==> src/rtl/ycr_sleep_pkg.sv <==
// ycr_sleep_pkg: shared types and constants for the sleep/wake controller
// Contents: sleep_state_e FSM encoding, counter width, minimum SLEEP hold,
// and a saturating increment helper for the 4-bit counters.
package ycr_sleep_pkg;
    localparam int SLEEP_CNT_W    = 4;
    localparam int SLEEP_MIN_HOLD = 3;
    typedef enum logic [1:0] {
        RUN   = 2'd0,
        DRAIN = 2'd1,
        SLEEP = 2'd2,
        WAKE  = 2'd3
    } sleep_state_e;
    function automatic logic [SLEEP_CNT_W-1:0] sat_inc(input logic [SLEEP_CNT_W-1:0] v);
        return (&v) ? v : v + 1'b1;
    endfunction
endpackage

==> src/rtl/ycr_sleep_ctrl_if.sv <==
// ycr_sleep_ctrl_if: core/gate/interrupt signal bundle of the sleep controller
// master: drives wfi_req, bus_busy, wakeup, irq_raw, irq_en, irq_clr
//         and observes dst_idle, sleep_ack, irq1..3, irq_pending
// slave : the controller side (ycr_sleep_ctrl)
interface ycr_sleep_ctrl_if;
    logic       wfi_req;
    logic       bus_busy;
    logic       wakeup;
    logic [2:0] irq_raw;
    logic [2:0] irq_en;
    logic [2:0] irq_clr;
    logic       dst_idle;
    logic       sleep_ack;
    logic       irq1;
    logic       irq2;
    logic       irq3;
    logic [2:0] irq_pending;
    modport master (
        output wfi_req, bus_busy, wakeup, irq_raw, irq_en, irq_clr,
        input  dst_idle, sleep_ack, irq1, irq2, irq3, irq_pending
    );
    modport slave (
        input  wfi_req, bus_busy, wakeup, irq_raw, irq_en, irq_clr,
        output dst_idle, sleep_ack, irq1, irq2, irq3, irq_pending
    );
endinterface

==> src/rtl/ctech_dsync_high.sv <==
// ctech_dsync_high: two-flop synchroniser, resets low
// Ports: clk_in, reset_n (async, active-low), d (async input), q (synced output)
module ctech_dsync_high (
    input  logic clk_in,
    input  logic reset_n,
    input  logic d,
    output logic q
);
    logic s1;
    always_ff @(posedge clk_in or negedge reset_n)
        if (!reset_n) begin
            s1 <= 1'b0;
            q  <= 1'b0;
        end else begin
            s1 <= d;
            q  <= s1;
        end
endmodule

==> src/rtl/ycr_irq_latch.sv <==
// ycr_irq_latch: one interrupt source, synchronised and latched into a sticky pending bit
// Ports: clk_in, reset_n (async, active-low), irq_raw (async source),
//        irq_clr (write-1 clear), pending (sticky status)
// Macro YCR_IRQ_EDGE_EN: set pending on the synced rising edge instead of the level.
module ycr_irq_latch (
    input  logic clk_in,
    input  logic reset_n,
    input  logic irq_raw,
    input  logic irq_clr,
    output logic pending
);
    logic s;
    logic set;
    ctech_dsync_high u_sync (.clk_in(clk_in), .reset_n(reset_n), .d(irq_raw), .q(s));
`ifdef YCR_IRQ_EDGE_EN
    logic s_d;
    always_ff @(posedge clk_in or negedge reset_n)
        if (!reset_n) s_d <= 1'b0;
        else          s_d <= s;
    assign set = s & ~s_d;
`else
    assign set = s;
`endif
    // set has priority over a same-cycle clear
    always_ff @(posedge clk_in or negedge reset_n)
        if (!reset_n) pending <= 1'b0;
        else          pending <= set | (pending & ~irq_clr);
endmodule

==> src/rtl/ycr_sleep_ctrl.sv <==
// ycr_sleep_ctrl: WFI/bus-quiescence qualifier and interrupt wake front-end for the core clock gate
// Ports: clk_in (ungated clock), reset_n (async, active-low),
//        sif (ycr_sleep_ctrl_if.slave: wfi_req, bus_busy, wakeup, irq_raw/en/clr in;
//             dst_idle, sleep_ack, irq1..3, irq_pending out)
// Parameters: DRAIN_CYC (1..15) idle cycles before sleep, WAKE_HOLD (1..15) post-wake hold.
// Macro YCR_IRQ_EDGE_EN selects edge-detected interrupt pending (see ycr_irq_latch).
module ycr_sleep_ctrl
    import ycr_sleep_pkg::*;
#(
    parameter int DRAIN_CYC = 4,
    parameter int WAKE_HOLD = 4
) (
    input logic           clk_in,
    input logic           reset_n,
    ycr_sleep_ctrl_if.slave sif
);
    localparam logic [1:0] ST_RUN   = RUN;
    localparam logic [1:0] ST_DRAIN = DRAIN;
    localparam logic [1:0] ST_SLEEP = SLEEP;
    localparam logic [1:0] ST_WAKE  = WAKE;
    localparam logic [SLEEP_CNT_W-1:0] DRAIN_LIM = SLEEP_CNT_W'(DRAIN_CYC);
    localparam logic [SLEEP_CNT_W-1:0] HOLD_LAST = SLEEP_CNT_W'(WAKE_HOLD - 1);
    localparam logic [1:0] GUARD_OK = 2'(SLEEP_MIN_HOLD - 1);
    logic [2:0]             pend;
    logic [2:0]             irq_q;
    logic                   wfi_r;
    logic                   wake_seen;
    logic                   idle_q;
    logic [1:0]             state;
    logic [1:0]             state_nx;
    logic [1:0]             guard;
    logic [SLEEP_CNT_W-1:0] drain_cnt;
    logic [SLEEP_CNT_W-1:0] hold_cnt;
    logic                   irq_act;
    logic                   wfi_rise;
    logic                   sleep_exit;
    for (genvar i = 0; i < 3; i++) begin : g_irq
        ycr_irq_latch u_irq (
            .clk_in (clk_in),
            .reset_n(reset_n),
            .irq_raw(sif.irq_raw[i]),
            .irq_clr(sif.irq_clr[i]),
            .pending(pend[i])
        );
    end
    assign irq_act  = |(pend & sif.irq_en);
    assign wfi_rise = sif.wfi_req & ~wfi_r;
    // a wakeup pulse seen before the minimum hold elapses is remembered in wake_seen
    assign sleep_exit = (guard >= GUARD_OK) & (sif.wakeup | wake_seen | ~sif.wfi_req);
    always_comb begin
        state_nx = state;
        case (state)
            ST_RUN:   state_nx = (wfi_rise && !irq_act) ? ST_DRAIN : ST_RUN;
            ST_DRAIN: state_nx = (irq_act || !sif.wfi_req) ? ST_RUN :
                                 (drain_cnt == DRAIN_LIM) ? ST_SLEEP : ST_DRAIN;
            ST_SLEEP: state_nx = sleep_exit ? ST_WAKE : ST_SLEEP;
            default:  state_nx = (hold_cnt == HOLD_LAST) ? ST_RUN : ST_WAKE;
        endcase
    end
    always_ff @(posedge clk_in or negedge reset_n)
        if (!reset_n) begin
            state     <= ST_RUN;
            wfi_r     <= 1'b0;
            drain_cnt <= '0;
            hold_cnt  <= '0;
            guard     <= 2'd0;
            wake_seen <= 1'b0;
            idle_q    <= 1'b0;
            irq_q     <= 3'b000;
        end else begin
            state     <= state_nx;
            wfi_r     <= sif.wfi_req;
            drain_cnt <= (state != ST_DRAIN || sif.bus_busy) ? '0 : sat_inc(drain_cnt);
            hold_cnt  <= (state == ST_WAKE) ? sat_inc(hold_cnt) : '0;
            guard     <= (state == ST_SLEEP) ? guard + {1'b0, ~&guard} : 2'd0;
            wake_seen <= (state == ST_SLEEP) & (wake_seen | sif.wakeup);
            idle_q    <= state_nx == ST_SLEEP;
            irq_q     <= pend & sif.irq_en;
        end
    assign sif.dst_idle    = idle_q;
    assign sif.sleep_ack   = idle_q;
    assign sif.irq1        = irq_q[0];
    assign sif.irq2        = irq_q[1];
    assign sif.irq3        = irq_q[2];
    assign sif.irq_pending = pend;
endmodule

==> src/flat_wrapper.sv <==
// flat-port wrapper written by rule: the top's interface ports become plain ports
module ycr_sleep_ctrl_flat import ycr_sleep_pkg::*;
#(
    parameter int DRAIN_CYC = 4,
    parameter int WAKE_HOLD = 4
)
  (clk_in, reset_n, sif_wfi_req, sif_bus_busy, sif_wakeup, sif_irq_raw, sif_irq_en, sif_irq_clr, sif_dst_idle, sif_sleep_ack, sif_irq1, sif_irq2, sif_irq3, sif_irq_pending);
  ycr_sleep_ctrl_if sif_i ();
  input logic clk_in;
  input logic reset_n;
  input wire logic [$bits(sif_i.wfi_req)-1:0] sif_wfi_req;
  input wire logic [$bits(sif_i.bus_busy)-1:0] sif_bus_busy;
  input wire logic [$bits(sif_i.wakeup)-1:0] sif_wakeup;
  input wire logic [$bits(sif_i.irq_raw)-1:0] sif_irq_raw;
  input wire logic [$bits(sif_i.irq_en)-1:0] sif_irq_en;
  input wire logic [$bits(sif_i.irq_clr)-1:0] sif_irq_clr;
  output wire logic [$bits(sif_i.dst_idle)-1:0] sif_dst_idle;
  output wire logic [$bits(sif_i.sleep_ack)-1:0] sif_sleep_ack;
  output wire logic [$bits(sif_i.irq1)-1:0] sif_irq1;
  output wire logic [$bits(sif_i.irq2)-1:0] sif_irq2;
  output wire logic [$bits(sif_i.irq3)-1:0] sif_irq3;
  output wire logic [$bits(sif_i.irq_pending)-1:0] sif_irq_pending;
  assign sif_i.wfi_req = sif_wfi_req;
  assign sif_i.bus_busy = sif_bus_busy;
  assign sif_i.wakeup = sif_wakeup;
  assign sif_i.irq_raw = sif_irq_raw;
  assign sif_i.irq_en = sif_irq_en;
  assign sif_i.irq_clr = sif_irq_clr;
  assign sif_dst_idle = sif_i.dst_idle;
  assign sif_sleep_ack = sif_i.sleep_ack;
  assign sif_irq1 = sif_i.irq1;
  assign sif_irq2 = sif_i.irq2;
  assign sif_irq3 = sif_i.irq3;
  assign sif_irq_pending = sif_i.irq_pending;
  ycr_sleep_ctrl #(.DRAIN_CYC(DRAIN_CYC), .WAKE_HOLD(WAKE_HOLD)) u_core (.clk_in(clk_in), .reset_n(reset_n), .sif(sif_i));
endmodule
==> config.mk <==
export PLATFORM = sky130hd
export DESIGN_NAME = ycr_sleep_ctrl_flat
export DESIGN_NICKNAME = d
export VERILOG_FILES = /design/src/rtl/ycr_sleep_pkg.sv /design/src/rtl/ycr_sleep_ctrl_if.sv /design/src/rtl/ctech_dsync_high.sv /design/src/rtl/ycr_irq_latch.sv /design/src/rtl/ycr_sleep_ctrl.sv /design/src/flat_wrapper.sv
export SDC_FILE = /design/constraint.sdc
export NUM_CORES = 1
export LEC_CHECK = 0
export ABC_AREA = 1
export CAP_MARGIN = 0
export CORE_MARGIN = 2
export CORE_UTILIZATION = 35
export CTS_BUF_LIST = sky130_fd_sc_hd__clkbuf_8
export CTS_CLUSTER_SIZE = 40
export DETAILED_ROUTE_END_ITERATION = 6
export SYNTH_ARGS = -nofsm -noshare
export SYNTH_HDL_FRONTEND = slang
export SYNTH_SLANG_ARGS = --single-unit
==> constraint.sdc <==
create_clock -name clk_in -period 1.79 [get_ports clk_in]
set_clock_uncertainty 0.2 [all_clocks]
set_input_delay 0.4475 -clock clk_in [delete_from_list [all_inputs] [get_ports clk_in]]
set_output_delay 0.4475 -clock clk_in [all_outputs]
set_load 0.01 [all_outputs]
After elaboration in Yosys (flattened, before gate mapping)
Cells that the tools add are included.

word-level totals
  flip-flop bits (word level) = 27
  input bits = 14
  output and inout port bits = 8
  word-level logic and storage cells = 69

cells by class
  $add $sub $neg = 3
  order comparisons = 1
  eq/ne operators = 9
  multiplexer cells = 11
  bitwise gates (word level) = 17
  reductions and logical operators = 11

operators with widths
  kind                                            count
  two-way mux 4 bit                               4
  adder 4 x 1 -> 4 bit (second input constant)    2
  two-way mux 2 bit                               4
  AND reduction 4 bit                             2
  bitwise AND 1 bit                               6
  == test 2 bit (second input constant)           3
  one-hot mux 2 bit (3 select lines)              1
  inverter 1 bit                                  5
  bitwise OR 1 bit                                5
  == test 4 x 2 -> 1 bit (second input constant)  1
  == test 4 x 3 -> 1 bit (second input constant)  1
  != test 2 x 1 -> 1 bit (second input constant)  2
  bitwise AND 3 bit                               1
  logical NOT 1 bit                               3
  OR reduction 3 bit                              1
  adder 2 x 1 -> 2 bit                            1
  == test 2 x 1 -> 1 bit (second input constant)  1
  >= comparator 2 bit (second input constant)     1
  logical NOT 2 bit                               1
  logical OR 1 bit                                2
  two-way mux 1 bit                               2
  != test 2 bit (second input constant)           1
  AND reduction 2 bit                             1
  logical AND 1 bit                               1

Logic depth before layout (Yosys ltp)
  depth in word-level cells = 7
  depth in mapped cells = 8
  gate-level depth less buffers = 8

Hierarchy
A second synthesis with hierarchy kept.

second synthesis, totals
  cells, all modules = 108
  area total of the unflattened synthesis = 1098.6 um2

modules (own cells, without submodules)
  module            times used  cells each  area each (um2)  seq. area each (um2)
  ycr_sleep_ctrl    1           87          828.3            450.4
  ctech_dsync_high  3           2           50.0             50.0
  ycr_irq_latch     3           5           40.0             25.0

Worst setup path after synthesis
Ideal clock, no wire load.

  path kind = register to register
  start = reg u_core.drain_cnt[0]
  end = reg u_core.drain_cnt[1]
  arrival = 1.070 ns
  data required time = 1.498 ns
  path slack = 0.429 ns
  cell stages (with the launch flop) = 7
  buffers on the path = 0
  clock period less this slack = 1.361 ns
  path through = dfrtp_1 ha_1 nand2_1 clkinv_1 nand2_2 nand3_1 o31ai_2

between the ends
  longest elaborated chain between the ends = 3
  elaborated cells between the ends (all ways) = 5

RTL lines
  element                   line                  source
  start: declaration        ycr_sleep_ctrl.sv:32  logic [SLEEP_CNT_W-1:0] drain_cnt;
  start signal: assignment  ycr_sleep_ctrl.sv:73  drain_cnt <= (state != ST_DRAIN || sif.bus_busy) ? '0 : sat_inc(drain_cnt);
  adder 4 x 1 -> 4 bit      ycr_sleep_pkg.sv:14   return (&v) ? v : v + 1'b1;
  two-way mux 4 bit         ycr_sleep_pkg.sv:14
  two-way mux 4 bit         ycr_sleep_ctrl.sv:73

Several ways; a longest one is shown, not always the timed one. The select of a mux whose other input is x is not followed.
A chain may end at the register's enable or synchronous reset.

Final worst setup path
  start = reg u_core.g_irq[0].u_irq.pending
  end = out sif_irq_pending[0]

RTL lines
  element                   line                 source
  start: declaration        ycr_irq_latch.sv:10  output logic pending
  start signal: assignment  ycr_irq_latch.sv:27  else pending <= set | (pending & ~irq_clr);
  end: declaration          flat_wrapper.sv:22   output wire logic [$bits(sif_i.irq_pending)-1:0] sif_irq_pending;

No word-level cell between the ends.

==> results.toml <==
[critical_path]
arrival_ns = 0.95
slowest_delay_ns = 0.40
slowest_stage = "dfrtp_1"
crit_family = "flip-flops"
crit_buf_inv = 1
crit_path_cell_trace = "dlygate4sd2_1"
worstSetupEndpointType = "output pin"
critical_path_class = "flip-flop to output pin"
critPathLaunchType = "flip-flop"
crit_path_max_fanout = 3
worstPathRequired_ns = 1.14

[clock_network]
clkTransAtPathRegs_ns = 0.09
cts_tree = "done"
cts_hold_buffers = 0
cts_sinks = 27
numCtsBuffers = 3
clk_latency_ns = 0.26
cts_root_buf = "clkbuf_8"
cts-htree-levels = 1
cts_setup_buffers = 0
clockBufferDepth = 2

[yosys]
synth-seq-area-share_pct = 59.93
yosysUniqueCellTypes = 21
syn_inst = 112
yosysWarningCount = 0
synth_fp_nets = 129
synth.ff_latch_count = 27
synth_top_area_share_pct = 59.93
synth_top_area_cell = "dfrtp_1"
synth.avg_cell_area_sq_um = 10.07
synthesis.area_sq_um = 1127
ys_top_cells_by_area = "dfrtp_1 (60%), nand2_1 (6.0%), inv_1 (5.0%), ha_1 (3.3%), nor2_1 (3.0%)"

[drt]
via_count = 743
first_pass_iters = 2
antenna_left = 0
drt_iter0_markers = 10
wire_per_inst_microns = 9.725
drcViolationCount = 0
avgViaCountPerCell = 4.174
wl_microns = 1731

[global_route]
grt.total_usage_pct = 11.48
grt_max_degree = 28
antenna_found_initial = 0
grt.overflow.total = 0
grt_pass1_wl_microns = 3167
grt_pass1_vias = 762

[power_and_ir_drop]
p_leak_nw = 0.7196
powerDensity_nw_per_um2 = 737.8
ir_worst_vdd_mv = 0.4569

[timing]
period_share_pct = 89.43
slew_headroom_pct = 77.62
hold_violations = 0
setup_tns_ns = 0
worst_pin_slew_ns = 0.3358
period_minus_slack_ns = 1.601
setup_ws_ns = 0.1891
max_freq_mhz = 624.7
finalSetupViolations = 0
drv_slew = 0
grt_setup_unrepaired = "false"
whs_ns = 0.1512

[floorplan]
die_w_microns = 60.76
row_count = 20
die-area_sq_um = 3691
die_y_microns = 60.76
start_util_pct = 36.93
num_io_pins = 22
fp.coreArea_sq_um = 3053

[min_path]
min_path_type = "flip-flop to flip-flop"

[final_layout]
nets = 152
antennaDiodeCount = 0
final.fill_count = 329
synthToLayoutAreaGrowth_pct = 25.30
drive_gt1_share_pct = 13.43

[placed_design]
gp_congestion = 0.7748
dp_worst_setup_slack_ns = 0.03830
portBuffers = 21
place.detailed.hpwl_microns = 1368

[run_status]
status = "finished, final reports clean"

[flow_run]
drv_cap = 0
-- through the flow --
step           instance area, sq um  util [%]  power (mW)  cells
6_report                       1413     46.27       1.042    178
5_1_grt                        1413     46.27       1.098    178
4_1_cts                        1408     46.11       1.074    178
3_5_place_dp                   1370     44.88      0.7396    174
3_3_place_gp                   1370     44.88      0.7380    174
2_1_floorplan                  1127         -      0.6793    112
-- synth_stat cells --
| cell | number |
|---|---|
| dfrtp_1 | 27 |
| nand2_1 | 18 |
| inv_1 | 15 |
| nor2_1 | 9 |
| nand3_1 | 6 |
| a21oi_1 | 5 |
| buf_4 | 4 |
| a21oi_2 | 3 |
| ha_1 | 3 |
| inv_2 | 3 |
| nand2_2 | 3 |
| o21ai_0 | 3 |
| o21bai_1 | 3 |
| o21ai_2 | 2 |
| xor2_1 | 2 |
| and3_1 | 1 |
| clkinv_1 | 1 |
| clkinv_2 | 1 |
| nor2_2 | 1 |
| o31ai_2 | 1 |
| xnor2_1 | 1 |
-- logic make-up after synthesis --
kind of cell / share of synthesized area (%)
DFF: 59.93
xor gates and xnor gates: 2.331
buffers and inverters: 9.433
AOI/OAI and AO/OA: 10.54
adders and majority gates: 3.330
and+or+nand+nor: 14.43
-- state kept, by name, indices dropped and copies added (netlist names) --
register	cells
u_core.guard	2
u_core.sif.dst_idle	1
u_core.wfi_r	1
u_core.g_irq.u_irq.pending	3
u_core.g_irq.u_irq.u_sync.q	3
u_core.state	2
u_core.wake_seen	1
u_core.drain_cnt	4
u_core.irq_q	3
u_core.g_irq.u_irq.u_sync.s1	3
u_core.hold_cnt	4
-- per-layer routing --
metal	up-vias	part of all wire, %	GRT usage [%]
li1	387	-	-
met1	345	46	13.20
met2	9	50	21.04
met3	2	3.6	3.838
met4	0	0.58	1.863
met5	-	0	0
-- layout make-up --
cell class | instances | area [sq um] | area share (%)
Clock inverter | 1 | 3.754 | 0.2657
Clock buffer | 3 | 41.29 | 2.923
Tap cell | 44 | 55.05 | 3.897
Sequential cell | 27 | 675.6 | 47.83
Inverter | 20 | 76.32 | 5.403
Multi-Input combinational cell | 61 | 345.3 | 24.45
Timing Repair Buffer | 22 | 215.2 | 15.23
-- final timing paths --
kind / startpoint / end / slack, ns / cells past startpoint
worst min register to register: u_core.g_irq[2].u_irq.u_sync.s1$_DFF_PN0_ / u_core.g_irq[2].u_irq.u_sync.q$_DFF_PN0_ / 0.15 / 0
min in group asynchronous: reset_n / u_core.g_irq[1].u_irq.u_sync.q$_DFF_PN0_ / 0.34 / 2
worst max register to register: u_core.drain_cnt[0]$_DFFE_PN0P_ / u_core.drain_cnt[1]$_DFFE_PN0P_ / 0.32 / 6
worst min-delay path: u_core.g_irq[2].u_irq.u_sync.s1$_DFF_PN0_ / u_core.g_irq[2].u_irq.u_sync.q$_DFF_PN0_ / 0.15 / 0
worst max-delay path: u_core.g_irq[0].u_irq.pending$_DFF_PN0_ / sif_irq_pending[0] / 0.19 / 1
max in group asynchronous: reset_n / u_core.g_irq[0].u_irq.u_sync.q$_DFF_PN0_ / 0.79 / 2
-- placed cells by master (no fill, tap or decap), types with 2 or more instances in the layout --
cell type | netlist | final
inv_2 | 3 | 3
dlygate4sd2_1 | 0 | 6
xor2_1 | 2 | 2
clkbuf_8 | 0 | 3
nor2_1 | 9 | 9
dlymetal6s2s_1 | 0 | 2
o21ai_2 | 2 | 2
o21ai_0 | 3 | 3
o21bai_1 | 3 | 3
nand2_2 | 3 | 3
clkdlybuf4s50_1 | 0 | 13
a21oi_1 | 5 | 5
a21oi_2 | 3 | 3
dfrtp_1 | 27 | 27
nand2_1 | 18 | 18
ha_1 | 3 | 3
nand3_1 | 6 | 6
inv_1 | 15 | 16
-- power breakdown --
group / switching (mW) / total (mW) / internal [mW] / leakage, nW
registers: 0.00810 / 0.636 / 0.628 / 0.347
logic: 0.0373 / 0.0829 / 0.0456 / 0.346
clock network: 0.170 / 0.323 / 0.153 / 0.0269
total: 0.216 / 1.04 / 0.827 / 0.720
-- repair_timing --
action / in CTS / in global routing
pin swaps: 0 / 0
resized for setup: 6 / 2
endpoints found under the setup margin: 6 / 2
No activity file was read; power rests on OpenSTA's default activity.
